**src/rtl/ram_arbiter.sv**
```systemverilog
// Shared RAM port arbiter for the dual-core system: data before instruction,
// round-robin between CPUs within a class, and a starvation guard for fetches.
//
// state | meaning
// IDLE  | no RAM enable driven; pick a winner from live requests, latch it
// XFER  | drive latched access to RAM until ACCESS (complete) or request drop (abort)
//
// ramstate encoding: 0 FREE, 1 BUSY, 2 ACCESS, 3 ERROR.
module ram_arbiter #(
    parameter int CPUS         = 2,
    parameter int STARVE_LIMIT = 4,
    parameter int WORD_W       = 32
) (
    input  logic                CLK,
    input  logic                nRST,
    input  logic [1:0]          iREN,
    input  logic [2*WORD_W-1:0] iaddr,
    input  logic [1:0]          dREN,
    input  logic [1:0]          dWEN,
    input  logic [2*WORD_W-1:0] daddr,
    input  logic [2*WORD_W-1:0] dstore,
    output logic [1:0]          iwait,
    output logic [1:0]          dwait,
    output logic [2*WORD_W-1:0] iload,
    output logic [2*WORD_W-1:0] dload,
    output logic                ramREN,
    output logic                ramWEN,
    output logic [WORD_W-1:0]   ramaddr,
    output logic [WORD_W-1:0]   ramstore,
    input  logic [WORD_W-1:0]   ramload,
    input  logic [1:0]          ramstate
);

    localparam int              ID_W       = $clog2(CPUS);
    localparam int              CNT_W      = $clog2(STARVE_LIMIT + 1);
    localparam logic [CNT_W-1:0] LIMIT     = CNT_W'(STARVE_LIMIT);
    localparam logic [1:0]      RAM_ACCESS = 2'd2;

    typedef enum logic {IDLE, XFER} state_t;

    state_t            state, state_nx;
    logic [ID_W-1:0]   own_id;
    logic              own_dat;
    logic              own_wr;
    logic [WORD_W-1:0] addr_q;
    logic [WORD_W-1:0] store_q;
    logic [ID_W-1:0]   d_rr, i_rr;
    logic [CNT_W-1:0]  starve_cnt;

    logic [1:0]        d_req;
    logic              any_i, starve_hit, pick_d, pick_i;
    logic [ID_W-1:0]   d_win, i_win;
    logic              owner_live, done;

    assign iload = {2{ramload}};
    assign dload = {2{ramload}};

    assign d_req      = dREN | dWEN;
    assign any_i      = |iREN;
    assign starve_hit = (starve_cnt == LIMIT);
    assign pick_d     = (|d_req) && !(starve_hit && any_i);
    assign pick_i     = !pick_d && any_i;
    assign d_win      = d_req[d_rr] ? d_rr : ~d_rr;
    assign i_win      = iREN[i_rr]  ? i_rr : ~i_rr;

    // The owner must keep asserting the request for the op it was granted.
    assign owner_live = own_dat ? (own_wr ? dWEN[own_id] : dREN[own_id]) : iREN[own_id];
    assign done       = (state == XFER) && owner_live && (ramstate == RAM_ACCESS);

    always_ff @(posedge CLK or negedge nRST) begin
        if (!nRST) state <= IDLE;
        else       state <= state_nx;
    end

    always_comb begin
        state_nx = state;
        ramREN   = 1'b0;
        ramWEN   = 1'b0;
        ramaddr  = '0;
        ramstore = '0;
        iwait    = 2'b11;
        dwait    = 2'b11;
        case (state)
            IDLE: begin
                if (pick_d || pick_i) state_nx = XFER;
            end
            XFER: begin
                ramaddr  = addr_q;
                ramstore = store_q;
                ramREN   = !own_wr;
                ramWEN   = own_wr;
                if (!owner_live) begin
                    state_nx = IDLE;
                end else if (ramstate == RAM_ACCESS) begin
                    state_nx = IDLE;
                    if (own_dat) dwait[own_id] = 1'b0;
                    else         iwait[own_id] = 1'b0;
                end
            end
            default: state_nx = IDLE;
        endcase
    end

    always_ff @(posedge CLK or negedge nRST) begin
        if (!nRST) begin
            own_id     <= '0;
            own_dat    <= 1'b0;
            own_wr     <= 1'b0;
            addr_q     <= '0;
            store_q    <= '0;
            d_rr       <= '0;
            i_rr       <= '0;
            starve_cnt <= '0;
        end else begin
            if (state == IDLE && (pick_d || pick_i)) begin
                own_dat <= pick_d;
                own_id  <= pick_d ? d_win : i_win;
                own_wr  <= pick_d && dWEN[d_win];
                if (pick_d) begin
                    addr_q  <= d_win[0] ? daddr[2*WORD_W-1:WORD_W]  : daddr[WORD_W-1:0];
                    store_q <= d_win[0] ? dstore[2*WORD_W-1:WORD_W] : dstore[WORD_W-1:0];
                end else begin
                    addr_q  <= i_win[0] ? iaddr[2*WORD_W-1:WORD_W]  : iaddr[WORD_W-1:0];
                    store_q <= '0;
                end
            end
            // Pointers move past the serviced CPU only on real completion.
            if (done) begin
                if (own_dat) begin
                    d_rr <= ~own_id;
                    if (!any_i)          starve_cnt <= '0;
                    else if (!starve_hit) starve_cnt <= starve_cnt + CNT_W'(1);
                end else begin
                    i_rr       <= ~own_id;
                    starve_cnt <= '0;
                end
            end
        end
    end

endmodule

```
**config.mk**
```make
export PLATFORM = sky130hd
export DESIGN_NAME = ram_arbiter
export DESIGN_NICKNAME = d
export VERILOG_FILES = /design/src/rtl/ram_arbiter.sv
export SDC_FILE = /design/constraint.sdc
export NUM_CORES = 1
export LEC_CHECK = 0
export BUFFER_PORTS_ARGS = -buffer_cell sky130_fd_sc_hd__clkbuf_2
export CORE_AREA = 4 4 165 167
export CTS_BUF_LIST = sky130_fd_sc_hd__clkbuf_4 sky130_fd_sc_hd__clkbuf_8 sky130_fd_sc_hd__clkbuf_16
export CTS_CLUSTER_SIZE = 14
export DETAILED_ROUTE_END_ITERATION = 10
export DIE_AREA = 0 0 169 171
export PLACE_DENSITY_LB_ADDON = 0.12
export RECOVER_POWER = 25
export SLEW_MARGIN = 10
export SYNTH_ARGS = -nofsm -noshare
export SYNTH_HDL_FRONTEND = slang
export SYNTH_SLANG_ARGS = --single-unit
```
**constraint.sdc**
```tcl
create_clock -name CLK -period 2 [get_ports CLK]
set_input_delay 0.2 -clock CLK [delete_from_list [all_inputs] [get_ports CLK]]
set_output_delay 0.2 -clock CLK [all_outputs]
set_load 0.02 [all_outputs]
```
---- After elaboration in Yosys (flattened, before gate mapping) ----
Index checks and enable logic that the tools add are counted.
storage, ports and cells
  logic and storage cells ................. 85
  input bits .............................. 234
  output and inout bits ................... 198
  bits in registers ....................... 73
operators by class
  mux-type cells .......................... 43
  $lt $le $gt $ge ......................... 5
  eq/ne operators ......................... 3
  bitwise operators ....................... 7
  add/sub/neg operators ................... 1
  reductions and logical operators ........ 17
operator list
  cell                                                         number
  2-to-1 mux 32 bit                                            7
  2-to-1 mux 1 bit                                             23
  2-to-1 mux 2 bit                                             8
  2-to-1 mux 3 bit                                             3
  logical AND 1 bit                                            8
  less-than comparator 1 x 2 -> 1 bit (second input constant)  4
  AND reduction 2 bit                                          3
  inverter 1 bit                                               5
  OR reduction 2 bit                                           2
  adder 3 x 1 -> 3 bit (second input constant)                 1
  equality test 3 bit (second input constant)                  1
  logical NOT 1 bit                                            3
  inequality test 3 bit (second input constant)                1
  equality test 2 bit (second input constant)                  1
  inverter 2 bit                                               1
  OR 2 bit                                                     1
  case mux 1 bit (2 select lines)                              1
  demux 1 bit (select 1 bit)                                   1
  greater-or-equal comparator 1 bit (second input constant)    1
  logical OR 1 bit                                             1

---- Depth between registers and ports, before layout ----
  depth after elaboration ................. 9
  depth in mapped cells ................... 7
  mapped depth without buffers ............ 6

---- Least setup slack after synthesis ----
No wires, ideal clock.
  path type ............................... register -> register
  start ................................... register own_id
  end ..................................... register starve_cnt[0]
  path buffers ............................ 1
  slack ................................... 0.380 ns
  required time ........................... 1.875 ns
  arrival ................................. 1.495 ns
  setup time .............................. 0.125 ns
  clock period less this slack ............ 1.620 ns
  cell stages (with the launch flop) ...... 6
  path through ............................ dfrtp_1 > buf_6 > mux4_2 > nor2b_2 > nor3_2 > mux2_4
between the ends
  longest elaborated chain between the ends .. 7
  elaborated cells on any way between the ends .. 11
  classes of those cells .................. mux: 8; reduce/logical: 3
RTL lines
  element                                               line  source
  start, declared                                       42    logic [ID_W-1:0] own_id;
  start signal, assigned                                117   own_id <= pick_d ? d_win : i_win;
  2-to-1 mux 1 bit (not written as such) (2 in series)  67    assign owner_live = own_dat ? (own_wr ? dWEN[own_id] : dREN[own_id]) : iREN[own_id];
  2-to-1 mux 1 bit                                      67
  2-to-1 mux 1 bit (*)                                  67
  logical AND 1 bit (*) (2 in series)                   68    assign done = (state == XFER) && owner_live && (ramstate == RAM_ACCESS);
  AND reduction 2 bit (no source line) (*)              n/a
  end signal, assigned                                  132   else if (!starve_hit) starve_cnt <= starve_cnt + CNT_W'(1);
  end, declared                                         48    logic [CNT_W-1:0] starve_cnt;
Mark *: on every way between the ends. The rest lies on a longest branch, timed or not. The select of a mux whose other input is x is not followed.
A chain may end at the register's enable or synchronous reset.

---- Worst setup path in the final report ----
  start ................................... register own_id
  end ..................................... output dwait[1]
between the ends
  longest elaborated chain between the ends .. 9
  elaborated cells on any way between the ends .. 18
  classes of those cells .................. order compare: 2; mux: 14; bitwise: 1; reduce/logical: 1
RTL lines
  element                                                                                                                line  source
  less-than comparator 1 x 2 -> 1 bit (not written as such) / greater-or-equal comparator 1 bit (equally long branches)  96    if (own_dat) dwait[own_id] = 1'b0;
  logical AND 1 bit (not written as such)                                                                                96
  2-to-1 mux 1 bit (not written as such)                                                                                 96
  demux 1 bit (select 1 bit)                                                                                             96
  inverter 2 bit (no source line)                                                                                        n/a
  2-to-1 mux 2 bit                                                                                                       96
  2-to-1 mux 2 bit                                                                                                       94    end else if (ramstate == RAM_ACCESS) begin
  2-to-1 mux 2 bit (*)                                                                                                   92    if (!owner_live) begin
  2-to-1 mux 2 bit (*)                                                                                                   83    case (state)
  end, declared                                                                                                          23    output logic [1:0] dwait,
Marks and branches as above.

==> impl_results.md <==
* Outcome: completed
* Leakage power total at between 3 and 4 nW
* Max-Cap Viols at 0
* Most common cell after layout, fill and taps aside: clkbuf_2
* Global-route usage over all layers at 0.115
* Initial DRC count at 110
* Row cnt at 59
* Mapped Cells at between 500 and 600
* Crit path launch type: register
* Post-synth top flop: dfrtp_1
* Slew Limit Fails at 0
* Yosys reg bits at 73
* Port bufs at roughly 270
* Count of flip-flops with a built-in enable after synthesis at 0
* Sequential area share after synthesis at 0.323
* Cells after DPL at between 1000 and 1500
* Slew @ Worst Pin at approximately 0.94 ns
* Syn Nets at 820
* Endpoints failing hold at 0
* CP Max Fanout at 4
* F_max at 512 MHz
* Crit path largest cell delay at 0.55 ns
* Die Height at between 150 and 200 um
* Die ar. at 28900 um2
* Root Driver: clkbuf_16
* PnR worst setup slack at slightly below 0.05 ns
* Largest net degree at the start of global routing at 39
* Post-synth cell types at 40
* Post-DRT Antenna Nets at 0
* Post-layout instance area at roughly 7000 um2
* Initial antenna violation count at 2
* Vias in the first global route at 4916
* Layout Cells excl Fill at 1064
* Hold WC Path Type: primary input to register
* Vias at 4421
* Final hold slack at 0.147 ns
* Clock Skew at ~0.0073 ns
* Drt drc at 0
* Placed Area at between 6000 and 7000 um2
* Synth warnings at 0
* Area of the multi-input gates at 2670 um2
* First-pass GRT wire length at 26400 um
* Top cells by area, synth: dfrtp_1 32%, buf_4 17%, mux2i_1 17%
* WP data arrival at ~1.8 ns
* TritonCTS clock tree: done
* Synthesis-to-finish area growth at 21.2%
* Slowest cell on crit path: mux4_2
* Synth area leader: dfrtp_1
* Max VDD drop at 0.488 mV
* Top-area cell type share of the netlist area at 0.323
* Async set or reset register ratio after synthesis at 1.00
* HPWL Detailed at around 13000 um
* Reg clk slew, reported paths at around 0.06 ns
* DIE WIDTH at roughly 170 um
* Post-Place Worst Slack at approximately 0.18 ns
* Most frequent cells in the layout: 268 x clkbuf_2, 98 x mux2i_1, 71 x dfrtp_1
* Core area at 25800 um2
* First drt pass iteration count at 4
* Fin Setup TNS at 0 ns
* Minimum clock period at 1.95 ns
* Drt wl/cell at 16.0 um
* Sink Count at between 70 and 80
* Worst-path cell chain: mux4_2, nand4_1, inv_1, nand2_1, clkbuf_8
* Share of cells above drive strength 1 at 0.488
* Nets at 960
* Routability cong. at ~0.8
* Required @ worst endpoint at 1.80 ns
* DR vias/cell at a little over 4
* Initial Util at 0.220
* Fill count at ~2800
* Buffer depth of the longest clock path at 2
* Fin crit share at 0.976
* WS Path Type: register to primary output
* Rel. slew slack at 0.369
* Htree depth at 3
* RSZ-0062 raised after global routing: true
* Mapped Area at roughly 5700 um2
* GRT overflow at 0
* TritonCTS buffer count at 9
* Total wire length at approximately 17000 um
* Mean area per synthesized cell at roughly 9.7 um2
* Endpoint type of the worst setup path: primary output
* Register area at 1830 um2
* Antenna diode count at 0
* # setup viols final at 0
* I/O Pins at about 430
* Pwr Density at 1490 nW/um2
* Worst-skew pair later-pin latency at around 0.34 ns
## area by class of cell
type                    count  area share
well taps                 335      0.0611
multi-input cells         342       0.389
flip-flops and latches     73       0.267
repair buffers            292       0.239
inverters                   6     0.00328
clock inverters             5     0.00438
clock buffers              11      0.0369
## cell usage after synthesis, drive strengths merged (2+ instances only)
master and instances:
mux2i 98, o21ai 40, nand2b 3, ha 2, or4 2, a221oi 32, nor2b 4, buf 150
clkbuf 13, or2 2, nand2 39, dfrtp 73, inv 6, a21oi 3, mux2 3, and2 65
nor2 36
## routing by layer
layer | global-route usage | share of wire | vias up | wire length [um]
met1 | 0.126 | 0.37 | 2025 | 6380
met5 | 0 | 0.0015 | - | 25
met3 | 0.0384 | 0.084 | 54 | 1430
li1 | - | - | 2157 | -
met4 | 0.0343 | 0.022 | 4 | 368
met2 | 0.212 | 0.52 | 181 | 8840
## worst max-delay path: cells and delay by family, from the launching register on
| kind | cells | cell delay (ns) |
|---|---|---|
| buf+inv | 2 | 0.22 |
| simple gates | 2 | 0.23 |
| mux | 1 | 0.55 |
| flops | 1 | 0.42 |
## metrics by stage
step / total power, mW / utilization
after global placement: 8.67 / 0.252
after CTS: 10.4 / 0.265
final: 10.2 / 0.266
after detailed placement: 8.75 / 0.252
after global routing: 11.1 / 0.266
after floorplan: 7.07 / -
## report_power, final
group          internal, mW  leakage, nW  switching, mW
Clock                 0.901        0.137          0.662
Sequential             2.21        0.853          0.410
Combinational          2.50         2.46           3.52
Total                  5.61         3.45           4.60
## state kept, by name, summed over array words and instances (netlist names)
signal / cells
addr_q: 32
store_q: 32
starve_cnt: 3
d_rr: 1
i_rr: 1
own_dat: 1
own_id: 1
own_wr: 1
state: 1
## cell families after synthesis
kind of cell | after synthesis | synth area share
mux | 102 | 0.184
fa+ha+maj | 2 | 0.00442
simple gates | 155 | 0.142
buf+inv | 169 | 0.212
flops | 73 | 0.323
compound gates | 83 | 0.135
## timing repair
item                                    in CTS  in global routing
endpoints found under the hold margin       28                  0
endpoints found under the setup margin       4                  4
hold buffers                                 1                  0
pin swaps                                    0                  3
setup buffers                                1                  4
resized for setup                            7                  2
## final timing paths
check	slack, ns	cells past startpoint	to	start
setup reg to reg	0.20	5	starve_cnt[0]	own_id
setup / recovery	0.05	5	dwait[1]	own_id
min in group asynchronous	0.34	2	addr_q[20]	nRST
hold / removal	0.15	3	store_q[24]	dstore[56]
max in group asynchronous	1.08	3	addr_q[7]	nRST
hold reg to reg	0.47	2	store_q[31]	store_q[31]
(Power assumes the default switching activity.)
